File: config.mk
export PLATFORM = sky130hd
export DESIGN_NAME = btn_debounce
export DESIGN_NICKNAME = d
export VERILOG_FILES = /design/src/rtl/btn_debounce.sv
export SDC_FILE = /design/constraint.sdc
export NUM_CORES = 1
export LEC_CHECK = 0
export BUFFER_PORTS_ARGS = -buffer_cell sky130_fd_sc_hd__clkbuf_2
export CAP_MARGIN = 40
export CORE_AREA = 2 2 87 72
export CTS_CLUSTER_SIZE = 12
export DETAILED_ROUTE_END_ITERATION = 10
export DIE_AREA = 0 0 89 74
export PLACE_DENSITY = 0.71
export SLEW_MARGIN = 5
export SYNTH_ARGS = -nofsm -noshare
export SYNTH_HDL_FRONTEND = slang
export SYNTH_SLANG_ARGS = --single-unit
export TNS_END_PERCENT = 50
File: constraint.sdc
create_clock -name CLK -period 2.58 [get_ports CLK]
set_input_delay 0.258 -clock CLK [delete_from_list [all_inputs] [get_ports CLK]]
set_output_delay 0.258 -clock CLK [all_outputs]
set_load 0.02 [all_outputs]
File: src/rtl/btn_debounce.sv
// Button input conditioning for the three PMOD push-buttons.
// Each button is synchronised, debounced against a shared tick prescaler and
// presented as a stable level plus single-cycle press/release pulses.
module btn_debounce #(
  parameter int TICK_DIV     = 12000,
  parameter int STABLE_TICKS = 10
) (
  input  logic       CLK,
  input  logic       RST,
  input  logic       BTN1,
  input  logic       BTN2,
  input  logic       BTN3,
  output logic [2:0] BTN_LEVEL,
  output logic [2:0] BTN_PRESS,
  output logic [2:0] BTN_RELEASE,
  output logic       TICK
);

  localparam int PC_W  = (TICK_DIV > 1) ? $clog2(TICK_DIV) : 1;
  localparam int CNT_W = (STABLE_TICKS > 0) ? $clog2(STABLE_TICKS + 1) : 1;

  localparam logic [PC_W-1:0]  PC_LAST  = PC_W'(TICK_DIV - 1);
  localparam logic [CNT_W-1:0] CNT_DONE = CNT_W'(STABLE_TICKS);

  typedef enum logic [1:0] {
    LOW    = 2'd0,
    WAIT_H = 2'd1,
    HIGH   = 2'd2,
    WAIT_L = 2'd3
  } state_t;

  logic [2:0] raw;
  logic [2:0] sync1;
  logic [2:0] sync2;

  logic [PC_W-1:0] pc;
  logic [PC_W-1:0] pc_next;

  assign raw = {BTN3, BTN2, BTN1};

  // Two-flop synchroniser for the asynchronous button pads
  always_ff @(posedge CLK) begin
    if (RST) begin
      sync1 <= '0;
      sync2 <= '0;
    end else begin
      sync1 <= raw;
      sync2 <= sync1;
    end
  end

  // Next prescaler value, wrapping at TICK_DIV-1
  always_comb begin
    pc_next = pc + PC_W'(1);
    if (pc == PC_LAST) begin
      pc_next = '0;
    end
  end

  // Prescaler; TICK is registered from pc_next so it is high exactly while pc is at its last value
  always_ff @(posedge CLK) begin
    if (RST) begin
      pc   <= '0;
      TICK <= 1'b0;
    end else begin
      pc   <= pc_next;
      TICK <= (pc_next == PC_LAST);
    end
  end

  for (genvar g = 0; g < 3; g++) begin : g_btn
    state_t           state;
    logic [CNT_W-1:0] cnt;
    logic [CNT_W-1:0] cnt_inc;
    logic             level;
    logic             press;
    logic             release_p;

    assign cnt_inc        = cnt + CNT_W'(1);
    assign BTN_LEVEL[g]   = level;
    assign BTN_PRESS[g]   = press;
    assign BTN_RELEASE[g] = release_p;

    // Debounce FSM: a change must persist for STABLE_TICKS ticks; reverting aborts the wait
    always_ff @(posedge CLK) begin
      if (RST) begin
        state     <= LOW;
        cnt       <= '0;
        level     <= 1'b0;
        press     <= 1'b0;
        release_p <= 1'b0;
      end else begin
        press     <= 1'b0;
        release_p <= 1'b0;
        case (state)
          LOW: begin
            if (sync2[g]) begin
              state <= WAIT_H;
              cnt   <= '0;
            end
          end
          WAIT_H: begin
            if (!sync2[g]) begin
              state <= LOW;
              cnt   <= '0;
            end else if (TICK) begin
              if (cnt_inc == CNT_DONE) begin
                state <= HIGH;
                cnt   <= '0;
                level <= 1'b1;
                press <= 1'b1;
              end else begin
                cnt <= cnt_inc;
              end
            end
          end
          HIGH: begin
            if (!sync2[g]) begin
              state <= WAIT_L;
              cnt   <= '0;
            end
          end
          WAIT_L: begin
            if (sync2[g]) begin
              state <= HIGH;
              cnt   <= '0;
            end else if (TICK) begin
              if (cnt_inc == CNT_DONE) begin
                state     <= LOW;
                cnt       <= '0;
                level     <= 1'b0;
                release_p <= 1'b1;
              end else begin
                cnt <= cnt_inc;
              end
            end
          end
          default: begin
            state <= LOW;
            cnt   <= '0;
          end
        endcase
      end
    end
  end

endmodule

== After elaboration in Yosys (flattened, before gate mapping) ==
Cells that the tools add are included.

* Flip-flop bits (word level): 48
* Output and inout bits: 10
* Logic and storage cells: 179

* Add/subtract/negate cells: 4
* Equality and inequality tests: 50
* Muxes and demuxes: 76
* Bitwise operators: 9
* Reductions and logical operators: 21

{| class="wikitable"
|+ Operators with widths
! kind !! count
|-
| $mux W4 || 18
|-
| $mux W2 || 24
|-
| $ne A2 B2 Y1 const B || 24
|-
| $pmux W4 S4 || 3
|-
| $ne A3 B3 Y1 const B || 12
|-
| $eq A14 B14 Y1 const B || 2
|-
| $mux W1 || 24
|-
| $pmux W2 S4 || 3
|-
| $reduce_and A7 Y1 || 3
|-
| $reduce_and A6 Y1 || 3
|-
| $reduce_or A3 Y1 || 6
|-
| $add A14 B1 Y14 const B || 1
|-
| $mux W14 || 1
|-
| $add A4 B1 Y4 const B || 3
|-
| $eq A2 B2 Y1 const B || 6
|-
| $eq A4 B4 Y1 const B || 3
|-
| $not A1 Y1 || 9
|-
| $eq A2 B1 Y1 const B || 3
|-
| $logic_not A2 Y1 || 3
|-
| $pmux W1 S2 || 3
|-
| $reduce_and A2 Y1 || 3
|-
| $reduce_bool A2 Y1 || 3
|}

== Logic depth before layout (Yosys ltp) ==
* Depth after elaboration: 6
* Gate-level depth with buffers: 7
* Mapped depth without buffers: 6

== Worst setup path after synthesis ==
OpenSTA, ideal clock, no wires.

* Path type: reg2reg
* Start point: register pc[0]
* End point: register TICK
* Setup time: 88 ps
* Data arrival time: 1540 ps
* Data required time: 2492 ps
* Slack: 952 ps
* Stages on the path, launching flop included: 7
* Buffers on the path: 0
* Period minus slack after synthesis: 1628 ps
* Cells stage by stage: dfxtp_1 -> ha_1 -> nand4_1 -> nor3b_2 -> o21ai_1 -> a211o_1 -> nor4_2

* Longest elaborated chain between the ends: 3

{| class="wikitable"
|+ Ends and longest elaborated chain
! item !! RTL line !! RTL
|-
| start, declared || 36 || <nowiki>logic [PC_W-1:0] pc;</nowiki>
|-
| start signal, assigned || 66 || <nowiki>pc <= pc_next;</nowiki>
|-
| $add A14 B1 Y14 / $eq A14 B14 Y1 (equally long branches) || 54, 55 ||
|-
| $mux W14 * || 55 || <nowiki>if (pc == PC_LAST) begin</nowiki>
|-
| $eq A14 B14 Y1 * || 67 || <nowiki>TICK <= (pc_next == PC_LAST);</nowiki>
|-
| end signal, assigned || 67 ||
|-
| end, declared || 16 || <nowiki>output logic TICK</nowiki>
|}

Mark *: on every way between the ends. The rest lies on a longest branch, timed or not.
A chain may end at the register's enable or synchronous reset.

== Worst setup path in the final report ==
Same ends and word-level chain as after synthesis.

==> out/results.txt <==
status -> complete, no violations
Slowest-stage cell, CP -> dfxtp_1
ant diodes -> 0
fillcell total -> 596
grt ovf -> 0
max-cap violations -> 0
Die ar. -> 0.00659 mm^2
final setup TNS -> 0 ns
I/O Pins -> 15
crit path DAT -> 2.04 ns
first-pass GRT wire length -> 7650 um
HP Class -> in2reg
TritonCTS clock tree -> done
Tot GR Track Use -> 14.7%
critical path peak fanout -> 7
number of synthesized flops with an enable pin -> 0
Starting Density -> 43.2%
Max Clk Rate -> 550 MHz
initial antenna violation count -> 0
Syn Area/Cell -> 8.71 um^2
port bufs -> 14
R2R setup slack -> 0.76 ns
Pwr per Cell Area -> 538 mW/mm^2
Post-DRT Antenna Nets -> 0
CP Data Required Time -> 2.80 ns
maximum vdd drop -> 312 uV
vias per cell -> 5.22
clk buf depth -> 2
CP Buf/Inv Count -> 0
register area share after synthesis -> 38.7%
Critical Path End Type -> register
RePlAce Congestion -> 0.825
CP startpoint kind -> register
Crit Path Category -> reg2reg
Tcrit/Tclk final -> 70.4%
Most used DFF post-synth -> dfxtp_1
worst hold path startpoint -> BTN1
max-slew violation count -> 0
Leakage -> 0.949 nW
fraction of layout cells with a size suffix above 1 -> 11.6%
Worst R2R End -> TICK
DR iter-0 viols -> 90
router iterations before antenna repair -> 4
Tmin final -> 1.82 ns
clk_lat worst skew -> 0.30 ns
pin count of the biggest net entering global routing -> 21
dpl hpwl -> 3110 um
clk slew on worst S/H paths -> 0.08 ns
Inserted Clock Buffers -> 5
Post-CTS Setup Repair Bufs -> 0
H-tree depth -> 2
synthesis-to-finish area growth -> 6.95%
vias -> 1909
Synth warnings -> 0
WL final -> 4450 um
worst hold endpoint -> sync1[0]
Post-CTS Resized -> 0
DRC violations left -> 0
WL per Instance -> 12.2 um
syn nets -> 298
Yosys reg bits -> 48
clock sinks -> 48
# setup viols final -> 0
Final Skew -> 0.00509 ns
Nets -> 297
cells along the critical path -> ha_1 > nand4_1 > nor3b_2 > o21ai_1 > a211o_1 > nor4_2
CTS Hold Bufs -> 0
Hold Crit Depth -> 2
RR Startpoint -> pc[0]
share of synthesized registers carrying an async set or reset -> 0%
R2R depth -> 6
FP Rows -> 25
Slew headroom -> 56.3%
core footprint -> 0.00576 mm^2
Pwr Total -> 1.43 mW
Clk Tree Root Cell -> clkbuf_8
critical path depth -> 6
Slew @ Worst Pin -> 0.655 ns
Mapped Cells -> 285
delay-heaviest family, CP -> simple AND/OR/NAND/NOR gates
final hold vios -> 0
chip height -> 74 um
Chip Width -> 89 um
RSZ-0062 raised after global routing -> no
post-synthesis cell type count -> 56
vias in the first global route -> 1773
Post-Syn Area -> 0.00248 mm^2
largest stage delay on the critical path -> 0.39 ns
==> where the power goes <==
group          switching, mW  internal, mW  total (mW)
Combinational         0.0372        0.0247      0.0619
Clock                  0.254         0.342       0.596
Sequential            0.0161         0.756       0.772
Total                  0.308          1.12        1.43
==> layout make-up <==
| type | count | area, um^2 | share of cell area (%) |
|---|---|---|---|
| multi-input combinational | 202 | 1340 | 50.5 |
| sequential | 48 | 961 | 36.2 |
| tap | 81 | 101 | 3.82 |
| clock buffer | 7 | 96.3 | 3.63 |
| timing repair buffer | 16 | 85.1 | 3.20 |
| inverter | 11 | 41.3 | 1.55 |
| clock inverter | 1 | 30.0 | 1.13 |
==> state kept, by name (all words and copies together) (netlist names), named ones only <==
register	flops
pc	14
sync1	3
g_btn.state	3
g_btn.level	3
sync2	3
g_btn.press	3
g_btn.release_p	3
TICK	1
g_btn.cnt	12
==> layout by cell type, fill, tap and decap left out, types with 2 or more instances in the layout <==
cell and n:
nand2_1 18, xor2_1 13, nor4b_1 4, nand3_1 15
nor4_1 3, buf_4 2, a21oi_1 15, o21ai_1 2
a22oi_1 2, nand3b_1 7, nand4_1 8, nor3b_1 3
nor2b_1 6, o21ai_0 8, inv_1 11, xnor2_1 13
ha_1 8, mux2i_1 2, and3_1 5, a31oi_1 4
dfxtp_1 48, and4_1 3, clkbuf_8 7, nor2_1 26
a211o_1 2, and2_1 5, clkbuf_2 14, nor3_1 4
==> per-layer routing <==
metal / track usage, % / wire length, um / vias up
li1: - / - / 988
met1: 20.1 / 2360 / 891
met2: 22.8 / 1900 / 23
met3: 3.77 / 138 / 7
met4: 5.14 / 59 / 0
met5: 0 / 0 / -
==> synthesized netlist by cell type (all sizes together), types with 2 or more instances <==
cell type / instances / share of area, %
a211o: 2 / 0.71
a21oi: 15 / 3.0
a22oi: 2 / 0.60
a31oi: 4 / 1.0
and2: 5 / 1.3
and3: 5 / 1.3
and4: 4 / 1.5
buf: 16 / 4.4
clkbuf: 8 / 1.2
dfxtp: 48 / 39
ha: 8 / 4.0
inv: 11 / 1.7
mux2i: 2 / 0.81
nand2: 18 / 2.7
nand3: 15 / 3.0
nand3b: 7 / 2.1
nand4: 8 / 2.0
nor2: 26 / 3.9
nor2b: 6 / 1.5
nor3: 4 / 0.81
nor3b: 4 / 1.4
nor4: 4 / 1.3
nor4b: 4 / 1.4
o2111ai: 2 / 0.96
o21ai: 11 / 2.4
or2: 2 / 0.50
xnor2: 14 / 5.2
xor2: 13 / 4.6
==> cells by family (layout without fill, tap and decap cells) <==
| kind of cell | after synthesis | count (layout) | share of synthesized area (%) |
|---|---|---|---|
| AND/OR/NAND/NOR | 115 | 115 | 25.6 |
| flip-flops | 48 | 48 | 38.7 |
| adder cells (fa/ha/maj) | 8 | 8 | 4.03 |
| multiplexers | 3 | 3 | 1.26 |
| buffers and inverters | 35 | 35 | 7.30 |
| AO/OA/AOI/OAI | 49 | 49 | 13.3 |
| XOR/XNOR | 27 | 27 | 9.82 |
==> through the flow <==
stage	setup slack, ns	hold slack, ns	area, um^2	util [%]	std cells
2_1_floorplan	0.952	0.341	2480	-	285
3_3_place_gp	0.869	0.418	2530	44.0	358
5_1_grt	0.609	0.175	2660	46.2	366
3_5_place_dp	0.784	0.436	2530	44.0	358
6_report	0.763	0.157	2660	46.2	366
4_1_cts	0.764	0.149	2660	46.2	366
==> worst max-delay path by stage <==
stage | from | endpoint | slack [ns]
floorplan | pc[0] | TICK | 0.95
global placement | pc[0] | TICK | 0.87
detailed placement | pc[0] | TICK | 0.78
CTS | pc[0] | TICK | 0.76
global route | pc[0] | TICK | 0.61
finish | pc[0] | TICK | 0.76
No activity file was read; power rests on OpenSTA's default activity.
